==> config.mk <==
export PLATFORM = sky130hd
export DESIGN_NAME = i_pkt_arbiter_flat
export DESIGN_NICKNAME = d
export VERILOG_FILES = /design/src/rtl/i_pkt_arbiter_if.sv /design/src/rtl/i_pkt_arbiter.sv /design/src/flat_wrapper.sv
export SDC_FILE = /design/constraint.sdc
export NUM_CORES = 1
export LEC_CHECK = 0
export BUFFER_PORTS_ARGS = -buffer_cell sky130_fd_sc_hd__buf_4
export CELL_PAD_IN_SITES_DETAIL_PLACEMENT = 1
export CELL_PAD_IN_SITES_GLOBAL_PLACEMENT = 1
export CORE_ASPECT_RATIO = 0.7
export CORE_MARGIN = 1
export CORE_UTILIZATION = 36
export CTS_BUF_LIST = sky130_fd_sc_hd__clkbuf_16
export CTS_CLUSTER_DIAMETER = 100
export CTS_CLUSTER_SIZE = 28
export DETAILED_ROUTE_END_ITERATION = 12
export GPL_ROUTABILITY_DRIVEN = 0
export PLACE_DENSITY = 0.72
export SLEW_MARGIN = 30
export SYNTH_ARGS = -nofsm -noshare
export SYNTH_HDL_FRONTEND = slang
export SYNTH_SLANG_ARGS = --single-unit
==> constraint.sdc <==
create_clock -name i_clk -period 3.2 [get_ports i_clk]
set_input_delay 0.32 -clock i_clk [delete_from_list [all_inputs] [get_ports i_clk]]
set_output_delay 0.32 -clock i_clk [all_outputs]
set_load 0.05 [all_outputs]
==> src/rtl/i_pkt_arbiter_if.sv <==
// Request/steering bundle between N merge input ports and the packet arbiter.
// master drives requests and storage ready; slave (the arbiter) returns grant, select and events.
interface i_pkt_arbiter_if #(
  parameter int N   = 4,
  parameter int IDW = 3
);
  logic [N-1:0]   req_valid;
  logic [N-1:0]   req_last;
  logic           out_ready;
  logic [N-1:0]   grant;
  logic [IDW-1:0] sel;
  logic           hdr;
  logic           beat;
  logic           pkt_done;
  logic           err;

  modport master (
    output req_valid, req_last, out_ready,
    input  grant, sel, hdr, beat, pkt_done, err
  );

  modport slave (
    input  req_valid, req_last, out_ready,
    output grant, sel, hdr, beat, pkt_done, err
  );
endinterface

==> src/rtl/i_pkt_arbiter.sv <==
// Packet-granular N-input arbiter: grant held header..TLAST, round-robin or fixed priority.
// Optional stall watchdog enabled by defining I_PKT_ARBITER_TIMEOUT_EN.
module i_pkt_arbiter #(
  parameter int N       = 4,
  parameter int IDW     = 3,
  parameter int RR      = 1,
  parameter int TIMEOUT = 255
) (
  input  logic           i_clk,
  input  logic           i_reset_n,
  i_pkt_arbiter_if.slave bus
);
  localparam int W = 1 << IDW;

  typedef enum logic {
    S_IDLE = 1'b0,
    S_PKT  = 1'b1
  } state_t;

  if (N < 1 || N > 8 || W < N || TIMEOUT < 1 || TIMEOUT > 65535) begin : g_bad_cfg
    $error("i_pkt_arbiter: illegal parameter combination");
  end

  state_t         r_state;
  logic [IDW-1:0] r_rr_ptr;
  logic [IDW-1:0] r_cur;
  logic           r_pkt_done;

  logic [W-1:0]   w_vld_pad;
  logic [W-1:0]   w_last_pad;
  logic [IDW-1:0] w_base;
  logic [IDW-1:0] w_win;
  logic [IDW-1:0] w_sel;
  logic           w_any;
  logic           w_beat;
  logic           w_last;
  logic [N-1:0]   w_grant;

  // base and off are both below N, so one subtraction wraps correctly.
  function automatic logic [IDW-1:0] idx_wrap(input logic [IDW-1:0] base, input int off);
    int s;
    s = int'(base) + off;
    if (s >= N) s = s - N;
    return IDW'(s);
  endfunction

  assign w_vld_pad  = W'(bus.req_valid);
  assign w_last_pad = W'(bus.req_last);
  assign w_base     = (RR != 0) ? r_rr_ptr : '0;

  always_comb begin
    w_win = '0;
    w_any = 1'b0;
    for (int i = 0; i < N; i++) begin
      if (!w_any && w_vld_pad[idx_wrap(w_base, i)]) begin
        w_win = idx_wrap(w_base, i);
        w_any = 1'b1;
      end
    end
  end

  assign w_sel = (r_state == S_PKT) ? r_cur : w_win;

  always_comb begin
    w_grant = '0;
    if ((r_state == S_PKT) || w_any) begin
      for (int i = 0; i < N; i++) begin
        w_grant[i] = (w_sel == IDW'(i));
      end
    end
  end

  assign w_beat = bus.out_ready && w_vld_pad[w_sel] && (|w_grant);
  assign w_last = w_last_pad[w_sel];

`ifdef I_PKT_ARBITER_TIMEOUT_EN
  localparam logic [15:0] WD_LIMIT = 16'(TIMEOUT - 1);

  logic [15:0] r_wdog;
  logic        r_err;

  always_ff @(posedge i_clk or negedge i_reset_n) begin
    if (!i_reset_n) begin
      r_state    <= S_IDLE;
      r_rr_ptr   <= '0;
      r_cur      <= '0;
      r_pkt_done <= 1'b0;
      r_err      <= 1'b0;
      r_wdog     <= '0;
    end else begin
      r_pkt_done <= 1'b0;
      r_err      <= 1'b0;
      case (r_state)
        S_IDLE: begin
          if (w_beat) begin
            if (w_last) begin
              r_pkt_done <= 1'b1;
              r_rr_ptr   <= idx_wrap(w_win, 1);
            end else begin
              r_cur   <= w_win;
              r_wdog  <= '0;
              r_state <= S_PKT;
            end
          end
        end
        S_PKT: begin
          if (w_beat) begin
            r_wdog <= '0;
            if (w_last) begin
              r_pkt_done <= 1'b1;
              r_rr_ptr   <= idx_wrap(r_cur, 1);
              r_state    <= S_IDLE;
            end
          end else if (r_wdog == WD_LIMIT) begin
            // Abort: the stalled packet releases the merge without a pkt_done.
            r_err    <= 1'b1;
            r_rr_ptr <= idx_wrap(r_cur, 1);
            r_wdog   <= '0;
            r_state  <= S_IDLE;
          end else begin
            r_wdog <= r_wdog + 16'd1;
          end
        end
        default: r_state <= S_IDLE;
      endcase
    end
  end

  assign bus.err = r_err;
`else
  always_ff @(posedge i_clk or negedge i_reset_n) begin
    if (!i_reset_n) begin
      r_state    <= S_IDLE;
      r_rr_ptr   <= '0;
      r_cur      <= '0;
      r_pkt_done <= 1'b0;
    end else begin
      r_pkt_done <= 1'b0;
      case (r_state)
        S_IDLE: begin
          if (w_beat) begin
            if (w_last) begin
              r_pkt_done <= 1'b1;
              r_rr_ptr   <= idx_wrap(w_win, 1);
            end else begin
              r_cur   <= w_win;
              r_state <= S_PKT;
            end
          end
        end
        S_PKT: begin
          if (w_beat && w_last) begin
            r_pkt_done <= 1'b1;
            r_rr_ptr   <= idx_wrap(r_cur, 1);
            r_state    <= S_IDLE;
          end
        end
        default: r_state <= S_IDLE;
      endcase
    end
  end

  assign bus.err = 1'b0;
`endif

  assign bus.grant    = w_grant;
  assign bus.sel      = w_sel;
  assign bus.hdr      = (r_state == S_IDLE);
  assign bus.beat     = w_beat;
  assign bus.pkt_done = r_pkt_done;
endmodule
==> src/flat_wrapper.sv <==
// flat-port wrapper written by rule: the top's interface ports become plain ports
module i_pkt_arbiter_flat 
#(
  parameter int N       = 4,
  parameter int IDW     = 3,
  parameter int RR      = 1,
  parameter int TIMEOUT = 255
)
  (i_clk, i_reset_n, bus_req_valid, bus_req_last, bus_out_ready, bus_grant, bus_sel, bus_hdr, bus_beat, bus_pkt_done, bus_err);
  i_pkt_arbiter_if #(.N(N), .IDW(IDW)) bus_i ();
  input  logic i_clk;
  input  logic i_reset_n;
  input wire logic [$bits(bus_i.req_valid)-1:0] bus_req_valid;
  input wire logic [$bits(bus_i.req_last)-1:0] bus_req_last;
  input wire logic [$bits(bus_i.out_ready)-1:0] bus_out_ready;
  output wire logic [$bits(bus_i.grant)-1:0] bus_grant;
  output wire logic [$bits(bus_i.sel)-1:0] bus_sel;
  output wire logic [$bits(bus_i.hdr)-1:0] bus_hdr;
  output wire logic [$bits(bus_i.beat)-1:0] bus_beat;
  output wire logic [$bits(bus_i.pkt_done)-1:0] bus_pkt_done;
  output wire logic [$bits(bus_i.err)-1:0] bus_err;
  assign bus_i.req_valid = bus_req_valid;
  assign bus_i.req_last = bus_req_last;
  assign bus_i.out_ready = bus_out_ready;
  assign bus_grant = bus_i.grant;
  assign bus_sel = bus_i.sel;
  assign bus_hdr = bus_i.hdr;
  assign bus_beat = bus_i.beat;
  assign bus_pkt_done = bus_i.pkt_done;
  assign bus_err = bus_i.err;
  i_pkt_arbiter #(.N(N), .IDW(IDW), .RR(RR), .TIMEOUT(TIMEOUT)) u_core (.i_clk(i_clk), .i_reset_n(i_reset_n), .bus(bus_i));
endmodule
==> flow_summary.ini <==
[outcome]
status = finished, final reports clean

[clock_tree]
h-tree-depth = 1
cts.clk_slew.worst_paths_ns = 0.04
cts_tree = done
numCtsBuffers = 3
clockBufferDepth = 2
insertion_delay_ns = 0.23
cts-root-buf = clkbuf_16
clkSinkCount = 8

[critical_path]
crit_type = reg2out
r2r-start = u_core.r_rr_ptr[1]$_DFFE_PN0P_
cp-start-kind = flip-flop
worst-path-max-fanout = 15
cp-startpoint = u_core.r_rr_ptr[0]$_DFFE_PN0P_
worstPathRequired_ns = 2.88
cp.arrival_ns = 2.67
cp-end-kind = output port

[route]
drc = 0
vias_per_cell = 5.59
vias = 866
first_pass_iters = 4
final_antenna_net_count = 0
wl_per_cell_um = 16.5
finalWirelength_um = 2560
first_iter_violations = 59

[yosys]
synth_edf_count = 0
async_reset_ff_frac = 1.00
syn_area_um2 = 958
syn_nets = 117
synth_top_cell_area_share = 0.209
ys_seq_area_frac = 0.209
synth-seq-cells = 8
synth.distinct_cells = 41
postSynthAreaPerCell_um2 = 9.40
yosys_most_used_dff = dfrtp_1
synth_commonest_cells = 9 x mux2i_1, 8 x dfrtp_1, 8 x inv_1, 7 x nor2_1
syn_inst = 102
synth_area_leaders = dfrtp_1 21%, mux4_2 12%, mux2i_1 9.4%
yosysWarningCount = 0
yosysMostFrequentCell = mux2i_1
yosysTopAreaCell = dfrtp_1

[grt]
antenna_found_initial = 0
grtUsageTotal = 0.196
grt_pass1_wl_um = 4150
grt_max_degree = 16
grt_pass1_vias = 845
grt-ovfl-total = 0

[final_layout]
layout.nets = 138
areaGrowthSynthToFinish_pct = 30.5
final_layout_size_suffix_gt1_frac = 0.397
antenna_cells = 0
final_core_util = 0.501

[floorplan]
num_rows = 15
dieWidth_um = 63.7
core_um2 = 2500
die_h_um = 45.2
io_pins = 22
start_util = 0.384
die_area_um2 = 2880

[hold_path]
hold_class = in2async

[timing]
slew_headroom = 0.652
period_share = 0.935
hold_viol = 0
clock_skew_ns = 0.00236
slew_violations = 0
setup_viol = 0
tightest_slew_ns = 0.518
min_period_ns = 2.99
fmax_ghz = 0.334

[placed_design]
port_buffers = 20
dp_hpwl_um = 2030

[run]
maxCapViolations = 0
-- kinds of logic (layout without fill, tap and decap cells) --
kind of cell	Yosys count	count (layout)	share of synthesized area
buf+inv	16	35	0.0783
simple gates	34	34	0.208
compound gates	19	19	0.167
fa+ha+maj	4	4	0.0522
flops	8	8	0.209
other cells	1	1	0.00391
mux	20	20	0.282
-- routing by layer --
layer,track usage,part of all wire,vias to the layer above
met5,0,0,-
met4,0.0136,0,0
met3,0.0606,0.027,0
met2,0.313,0.47,13
met1,0.272,0.51,437
li1,-,-,416
-- metrics by stage --
step / std cells / hold slack [ns] / setup WS, ns / area (um^2) / setup TNS (ns)
finish: 155 / 0.466 / 0.208 / 1250 / 0
global route: 155 / 0.479 / -0.00137 / 1250 / -0.00137
CTS: 155 / 0.451 / 0.0922 / 1240 / 0
detailed placement: 151 / 0.145 / 0.338 / 1160 / 0
global placement: 151 / 0.147 / 0.450 / 1160 / 0
floorplan: 102 / 0.0244 / -0.0208 / 991 / -0.0250
-- cells in the final DEF, fill, tap and decap left out, types with 2 or more instances in the layout --
cell and n:
buf_4 22, mux2i_1 8, dfrtp_1 8, inv_1 7
mux4_2 5, and2_1 4, mux2_2 4, o21ai_0 4
nand3b_1 4, nor2_4 4, ha_1 4, and3_1 3
nand2_1 3, nor2_1 3, a211oi_1 3, clkbuf_16 3
a21oi_1 2, nor2b_1 2, nand4_1 2, nor2_2 2
nand2b_1 2, inv_2 2
-- worst max-delay path, stage by stage (launching register included) --
cell      delay [ns]
dfrtp_1         0.33
buf_4           0.21
mux2_2          0.37
a22oi_2         0.29
a221oi_4        0.14
nor2_2          0.20
inv_1           0.08
mux2_4          0.28
nand2b_1        0.22
nor2_2          0.11
buf_4           0.20
-- layout make-up --
type                            count  area, um^2
Clock buffer                        3        75.1
Fill cell                         291        1240
Inverter                            9        33.8
Multi-Input combinational cell     78         724
Sequential cell                     8         200
Tap cell                           34        42.5
Timing Repair Buffer               23         175
-- path summary, 6_finish.rpt --
path                                             endpoint  slack, ns  depth (start not counted)
max                                          bus_grant[2]       0.21                         10
min                           u_core.r_cur[0]$_DFFE_PN0P_       0.47                          2
max reg2reg                   u_core.r_cur[1]$_DFFE_PN0P_       0.37                         10
min reg2reg                   u_core.r_cur[2]$_DFFE_PN0P_       0.54                          1
max in group asynchronous  u_core.r_rr_ptr[0]$_DFFE_PN0P_       2.61                          2
min in group i_clk            u_core.r_cur[2]$_DFFE_PN0P_       0.54                          1
-- repair_timing --
action	in CTS	in global routing
hold endpoints to repair	8	0
hold buffers	1	0
setup endpoints to repair	0	3
gates resized for setup	0	1
setup buffers	0	0
Power is left out: the tool's default activity adds up to more than one toggle a clock period on the data nets, which glitch-free logic cannot reach.
